[config.mk]
export PLATFORM = sky130hd
export DESIGN_NAME = sort_engine
export DESIGN_NICKNAME = d
export VERILOG_FILES = /design/src/rtl/sort_engine.sv
export SDC_FILE = /design/constraint.sdc
export NUM_CORES = 1
export LEC_CHECK = 0
export BUFFER_PORTS_ARGS = -buffer_cell sky130_fd_sc_hd__buf_2
export CORE_ASPECT_RATIO = 0.8
export CORE_MARGIN = 4
export CORE_UTILIZATION = 62
export CTS_CLUSTER_DIAMETER = 200
export DETAILED_ROUTE_END_ITERATION = 7
export PLACE_DENSITY_LB_ADDON = 0.15
export SYNTH_ARGS = -nofsm -noshare
export SYNTH_HDL_FRONTEND = slang
export SYNTH_SLANG_ARGS = --single-unit
export TNS_END_PERCENT = 10
[constraint.sdc]
create_clock -name clk -period 2.7 [get_ports clk]
set_clock_uncertainty 0.05 [all_clocks]
set_input_delay 0.27 -clock clk [delete_from_list [all_inputs] [get_ports clk]]
set_output_delay 0.27 -clock clk [all_outputs]
set_load 0.05 [all_outputs]
[src/rtl/sort_engine.sv]
// sort_engine: frame sorter using an odd-even transposition network, one pass per cycle
module sort_engine #(
  parameter int WIDTH = 3,
  parameter int DEPTH = 8
) (
  input  logic             clk,
  input  logic             rst_n,
  input  logic             in_valid,
  output logic             in_ready,
  input  logic [WIDTH-1:0] in_data,
  input  logic             descend,
  output logic             out_valid,
  input  logic             out_ready,
  output logic [WIDTH-1:0] out_data,
  output logic             busy
);
  localparam int CW = (DEPTH > 2) ? $clog2(DEPTH) : 1;
  localparam logic [CW-1:0] LAST = CW'(DEPTH - 1);
  typedef enum logic [1:0] {IDLE, LOAD, SORT, DRAIN} state_t;
  state_t state;
  logic [CW-1:0] wr_idx;
  logic [CW-1:0] rd_idx;
  logic [CW-1:0] pass;
  logic mode;
  logic [WIDTH-1:0] mem [DEPTH];
  logic [WIDTH-1:0] srt [DEPTH];
  assign in_ready = state == LOAD;
  assign out_valid = state == DRAIN;
  assign busy = (state == SORT) || (state == DRAIN);
  assign out_data = mem[rd_idx];
  // one transposition pass: even passes pair (0,1),(2,3)..., odd passes pair (1,2),(3,4)...; equal words stay put
  always_comb begin
    srt = mem;
    for (int i = 0; i < DEPTH - 1; i++)
      if ((i % 2) == int'(pass[0]) && (mode ? mem[i] < mem[i+1] : mem[i] > mem[i+1])) begin
        srt[i] = mem[i+1];
        srt[i+1] = mem[i];
      end
  end
  // frame control: load words, run DEPTH passes, then stream the sorted frame out
  always_ff @(posedge clk or negedge rst_n) begin
    if (!rst_n) begin
      state <= IDLE;
      wr_idx <= '0;
      rd_idx <= '0;
      pass <= '0;
      mode <= 1'b0;
      for (int i = 0; i < DEPTH; i++) mem[i] <= '0;
    end else begin
      case (state)
        IDLE: state <= LOAD;
        LOAD: if (in_valid) begin
          mem[wr_idx] <= in_data;
          if (wr_idx == '0) mode <= descend;
          if (wr_idx == LAST) begin
            wr_idx <= '0;
            pass <= '0;
            state <= SORT;
          end else wr_idx <= wr_idx + 1'b1;
        end
        SORT: begin
          mem <= srt;
          if (pass == LAST) begin
            rd_idx <= '0;
            state <= DRAIN;
          end else pass <= pass + 1'b1;
        end
        DRAIN: if (out_ready) begin
          if (rd_idx == LAST) begin
            rd_idx <= '0;
            state <= LOAD;
          end else rd_idx <= rd_idx + 1'b1;
        end
        default: state <= IDLE;
      endcase
    end
  end
endmodule

; ---- Word-level counts from Yosys, hierarchy flattened
; Cells that the tools add are included.
[totals]
reg_bits = 36
wordCells = 119
out_inout_bits = 6
in_bits = 8
[classes]
order_cmp = 17
n_reduce_logical = 26
bitwise = 3
n_eq_ne = 20
add_sub_neg = 3
n_mux = 37
[op_table]
columns = op, n
row1 = $pmux W24 S2, 1
row2 = $mux W6, 7
row3 = $mux W3, 10
row4 = $reduce_and A3 Y1, 10
row5 = $bwmux W24, 1
row6 = $mux W24, 1
row7 = $gt A3 B3 Y1, 7
row8 = $lt A3 B3 Y1, 7
row9 = $ne A3 B1 Y1 const B, 6
row10 = $ne A2 B1 Y1 const B, 6
row11 = $pmux W3 S2, 2
row12 = $mux W2, 5
row13 = $add A3 B1 Y3 const B, 3
row14 = $bmux W3 S3, 1
row15 = $demux W3 S3, 1
row16 = $eq A3 B3 Y1 const B, 3
row17 = $ge A4 B4 Y1 const B, 2
row18 = $logic_and A1 B1 Y1, 8
row19 = $not A3 Y4, 2
row20 = $pmux W2 S4, 1
row21 = $mux W1, 7
row22 = $reduce_and A5 Y1, 1
row23 = $eq A2 B2 Y1 const B, 2
row24 = $lt A4 B1 Y1 const B, 1
row25 = 9 further kinds, 11

; ---- Longest topological paths before layout
[depth]
word_depth = 11
depth_mapped = 8

; ---- Worst setup path before layout
; Ideal clock, no wire load.
[synth_timing]
path_kind = register to register
from = register mem[17] (netlist bit)
to = register mem[18] (netlist bit)
t_arrival_ns = 2.055
n_path_buf = 0
setup_ns = 0.125
path_stages_with_launch = 9
slack_ns = 0.469
period_less_slack_ns = 2.231
cell_sequence = dfrtp_1 inv_1 ha_1 nor2b_4 a221oi_2 mux2_4 nand2_4 o211a_4 mux2_4
[synth_between]
elab_chain_cells = 5
[synth_rtl]
columns = element, line_no
row1 = start: declaration, 25  ; logic [WIDTH-1:0] mem [DEPTH];
row2 = start signal: indexed assignment, 53  ; mem[wr_idx] <= in_data;
row3 = start signal: assignment, 62  ; mem <= srt;
row4 = $gt A3 B3 Y1 / $lt A3 B3 Y1 (equally long branches), 35  ; if ((i % 2) == int'(pass[0]) && (mode ? mem[i] < mem[i+1] : mem[i] > mem[i+1])) begin
row5 = $mux W1 (*), 35
row6 = $logic_and A1 B1 Y1 (*), 35
row7 = $ne A3 B1 Y1 (no line) / $mux W6 (equally long branches), --
row8 = $reduce_and A3 Y1 (no line) / $pmux W24 S2 (equally long branches), --
; Mark *: on every way between the ends. The rest lies on a longest branch, timed or not. The select of a mux whose other input is x is not followed.
; A chain may end at the register's enable or synchronous reset.

; ---- Worst setup path after layout
[layout_timing]
from = register mem[11] (netlist bit)
to = register mem[10] (netlist bit)
[layout_between]
elab_chain_cells = 5
[layout_rtl]
columns = element, line_no
row1 = $gt A3 B3 Y1 / $lt A3 B3 Y1 (equally long branches), 35
row2 = $mux W1, 35
row3 = $logic_and A1 B1 Y1, 35
row4 = $ne A3 B1 Y1 (no line) / $mux W6 (equally long branches), --
row5 = $reduce_and A3 Y1 (no line) / $pmux W24 S2 (equally long branches), --
; Several ways; a longest one is shown, not always the timed one. The select of a mux whose other input is x is not followed.

==> summary.txt <==
Yosys top cell by area: dfrtp_1
Area grow syn2layout: 7.110%
Pin count of the biggest net entering global routing: 37
Die Ht: 70.31 µm
CTS Buf Count: 5
Initial antenna violation count: 0
Reg-to-Reg Start: mem[11]
Fin Setup TNS: 0 ns
Vias in the first global route: 2,552
Min-Delay Path Class: in -> async
DP Area: 0.003133 mm²
Routed WL: 7846 µm
Final instance area: 0.003223 mm²
Worst flop-to-flop path endpoint: mem[10]
Max frequency: 402.1 MHz
CORE AREA: 0.004652 mm²
Starting Density: 0.6469
Routed via count: 2,639
Average cell area after synthesis: 9.202 µm²
Post-synth EDFFs: 0
Ports: 14
Ys async rst share: 1.000
Hold_ws: 0.02124 ns
Synth warnings: 0
Rel. slew slack: 0.4596
Clock buffer depth: 2
Reg2reg setup slack: 0.21 ns
Primary FF master, synth: dfrtp_1
Max cap viols: 0
Pwr Total: 4.442 mW
Syn Inst Count: 327
Sw Pwr: 2.281 mW
Critical path endpoint: mem[10]
Internal power component: 2.161 mW
Post-CTS Hold Buffers: 0
Clock share of power: 0.088
Setup crit end kind: register
Syn_nets: 367
Root Buffer: clkbuf_8
Crit start category: register
Post-synth top cells: 36 x dfrtp_1, 36 x nand2_1, 32 x ha_1, 29 x inv_1, 27 x nor2_1
Fillers: 367
Antenna cell count: 0
Final critical-path required period: 2.487 ns
GRT Resource Usage Total: 0.2735
Post-synthesis sequential area ratio: 0.2994
#FFs+latches synth: 36
Leak pwr: 1.512 nW
Post-CTS sizing: 0
Critical Path AT: 2.63 ns
Actual slew at the worst max-slew pin: 0.8106 ns
Post-route clock period utilization: 0.9212
Status: complete, no violations
Worst Setup Path Type: reg -> reg
Initial DRC Count: 510
Count of input and output buffers: 13
HPWL Detailed: 6005 µm
Clk slew on worst S/H paths: 0.07 ns
Max H-tree Level: 2
Drt drc: 0
VDD IR max: 0.9291 mV
RSZ-0062 raised after global routing: false
DIE AREA: 0.006039 mm²
Final #Nets: 380
Sequential Power Share: 0.262
Post-Syn Area: 0.003009 mm²
PwrDens: 1378 mW/mm²
Yosys cell types: 48
Worst skew pair latency: 0.28 ns
Postcts setup bufs: 0
Total gr overflow: 0
Combinational cell fraction of total power: 0.650
Util after Layout: 0.6928
Crit path from: mem[11]
Avg WL per Cell: 19.57 µm
Hold Fails Final Rpt: 0
Slew Viols, Final: 0
Pre-antenna DRT Iters: 5
Final setup vio count: 0
Worst-path maximum fanout: 4
# rows: 22
Synth top area share: 0.2994
Vias per cell: 6.581
R2R depth: 7
CTS tree: yes
Die Wd: 85.89 µm
Global-route wire length before repair: 13,140 µm
Gpl congestion: 0.9816
Worst EP required: 2.85 ns
Clock Sinks: 36
Share of layout cells above drive strength 1: 0.1437
Switching Fraction: 0.5136
Synth top area cells: dfrtp_1 30%, ha_1 13%, mux2i_1 7.7%
Post-route ant nets: 0
## metal layers
metal / GRT usage / part of all wire / vias up
met2: 0.4063 / 0.43 / 154
met5: 0 / 0 / -
li1: - / - / 1223
met1: 0.4155 / 0.45 / 1239
met4: 0.05800 / 0.027 / 0
met3: 0.04363 / 0.098 / 23
## how the worst min path moves through the flow
stage,to,slack (ns),cells after the start
global route,mem[15],0.09,1
finish,mem[15],0.02,1
floorplan,mem[0],-0.08,0
detailed placement,mem[10],0.37,1
global placement,mem[13],0.37,1
CTS,mem[6],0.07,1
## state kept, by name (all words and copies together) (netlist names)
signal  count
wr_idx      3
mode        1
state       2
mem        24
pass        3
rd_idx      3
## cells in the final DEF, fill, tap and decap left out, types with 5 or more instances in the layout
master,n
buf_2,13
a31oi_1,5
nand2_1,36
a221oi_1,16
o21ai_1,13
dfrtp_1,36
nor2_1,27
inv_1,29
o21ai_0,7
a21oi_1,9
mux2i_1,23
nand3_1,10
ha_1,32
mux4_2,6
and3_1,7
clkbuf_8,6
nor2b_1,5
buf_4,5
## layout make-up
| cell class | instances | area, µm² | area share |
|---|---|---|---|
| Clock buffer | 8 | 90.09 | 0.02795 |
| Sequential cell | 36 | 900.9 | 0.2795 |
| Timing Repair Buffer | 18 | 102.6 | 0.03183 |
| Inverter | 32 | 120.1 | 0.03727 |
| Tap cell | 60 | 75.07 | 0.02329 |
| Multi-Input combinational cell | 247 | 1934 | 0.6002 |
## per-stage QoR
stage               instances  setup WS, ns
CTS                       401        0.2363
finish                    401        0.2128
floorplan                 327        0.4695
global placement          393        0.3548
global route              401        0.1162
detailed placement        393        0.3003
## power by group through the flow
stage | clock [mW] | sequential [mW] | combinational [mW]
6_report | 0.390 | 1.16 | 2.89
5_1_grt | 0.420 | 1.19 | 3.17
4_1_cts | 0.395 | 1.15 | 2.85
3_5_place_dp | 0 | 1.16 | 2.82
3_3_place_gp | 0 | 1.14 | 2.76
2_1_floorplan | 0 | 0.953 | 2.32
## critical path, stage by stage (launching register included)
cell and delay (ns):
dfrtp_1 0.41, inv_1 0.09, ha_1 0.33, nor2b_1 0.15, a221oi_1 0.31, mux2_2 0.40
a31oi_1 0.40, mux2i_1 0.26
## cell families (layout without fill, tap and decap cells)
group                      count (synthesis)  after routing  synth area share
adders and majority gates                 32             32            0.1331
DFF                                       36             36            0.2994
AOI/OAI and AO/OA                         76             76            0.1879
and+or+nand+nor                           98             98            0.1505
muxes                                     41             41            0.1713
buffers and inverters                     44             58           0.05779
No activity file was read; power rests on OpenSTA's default activity.
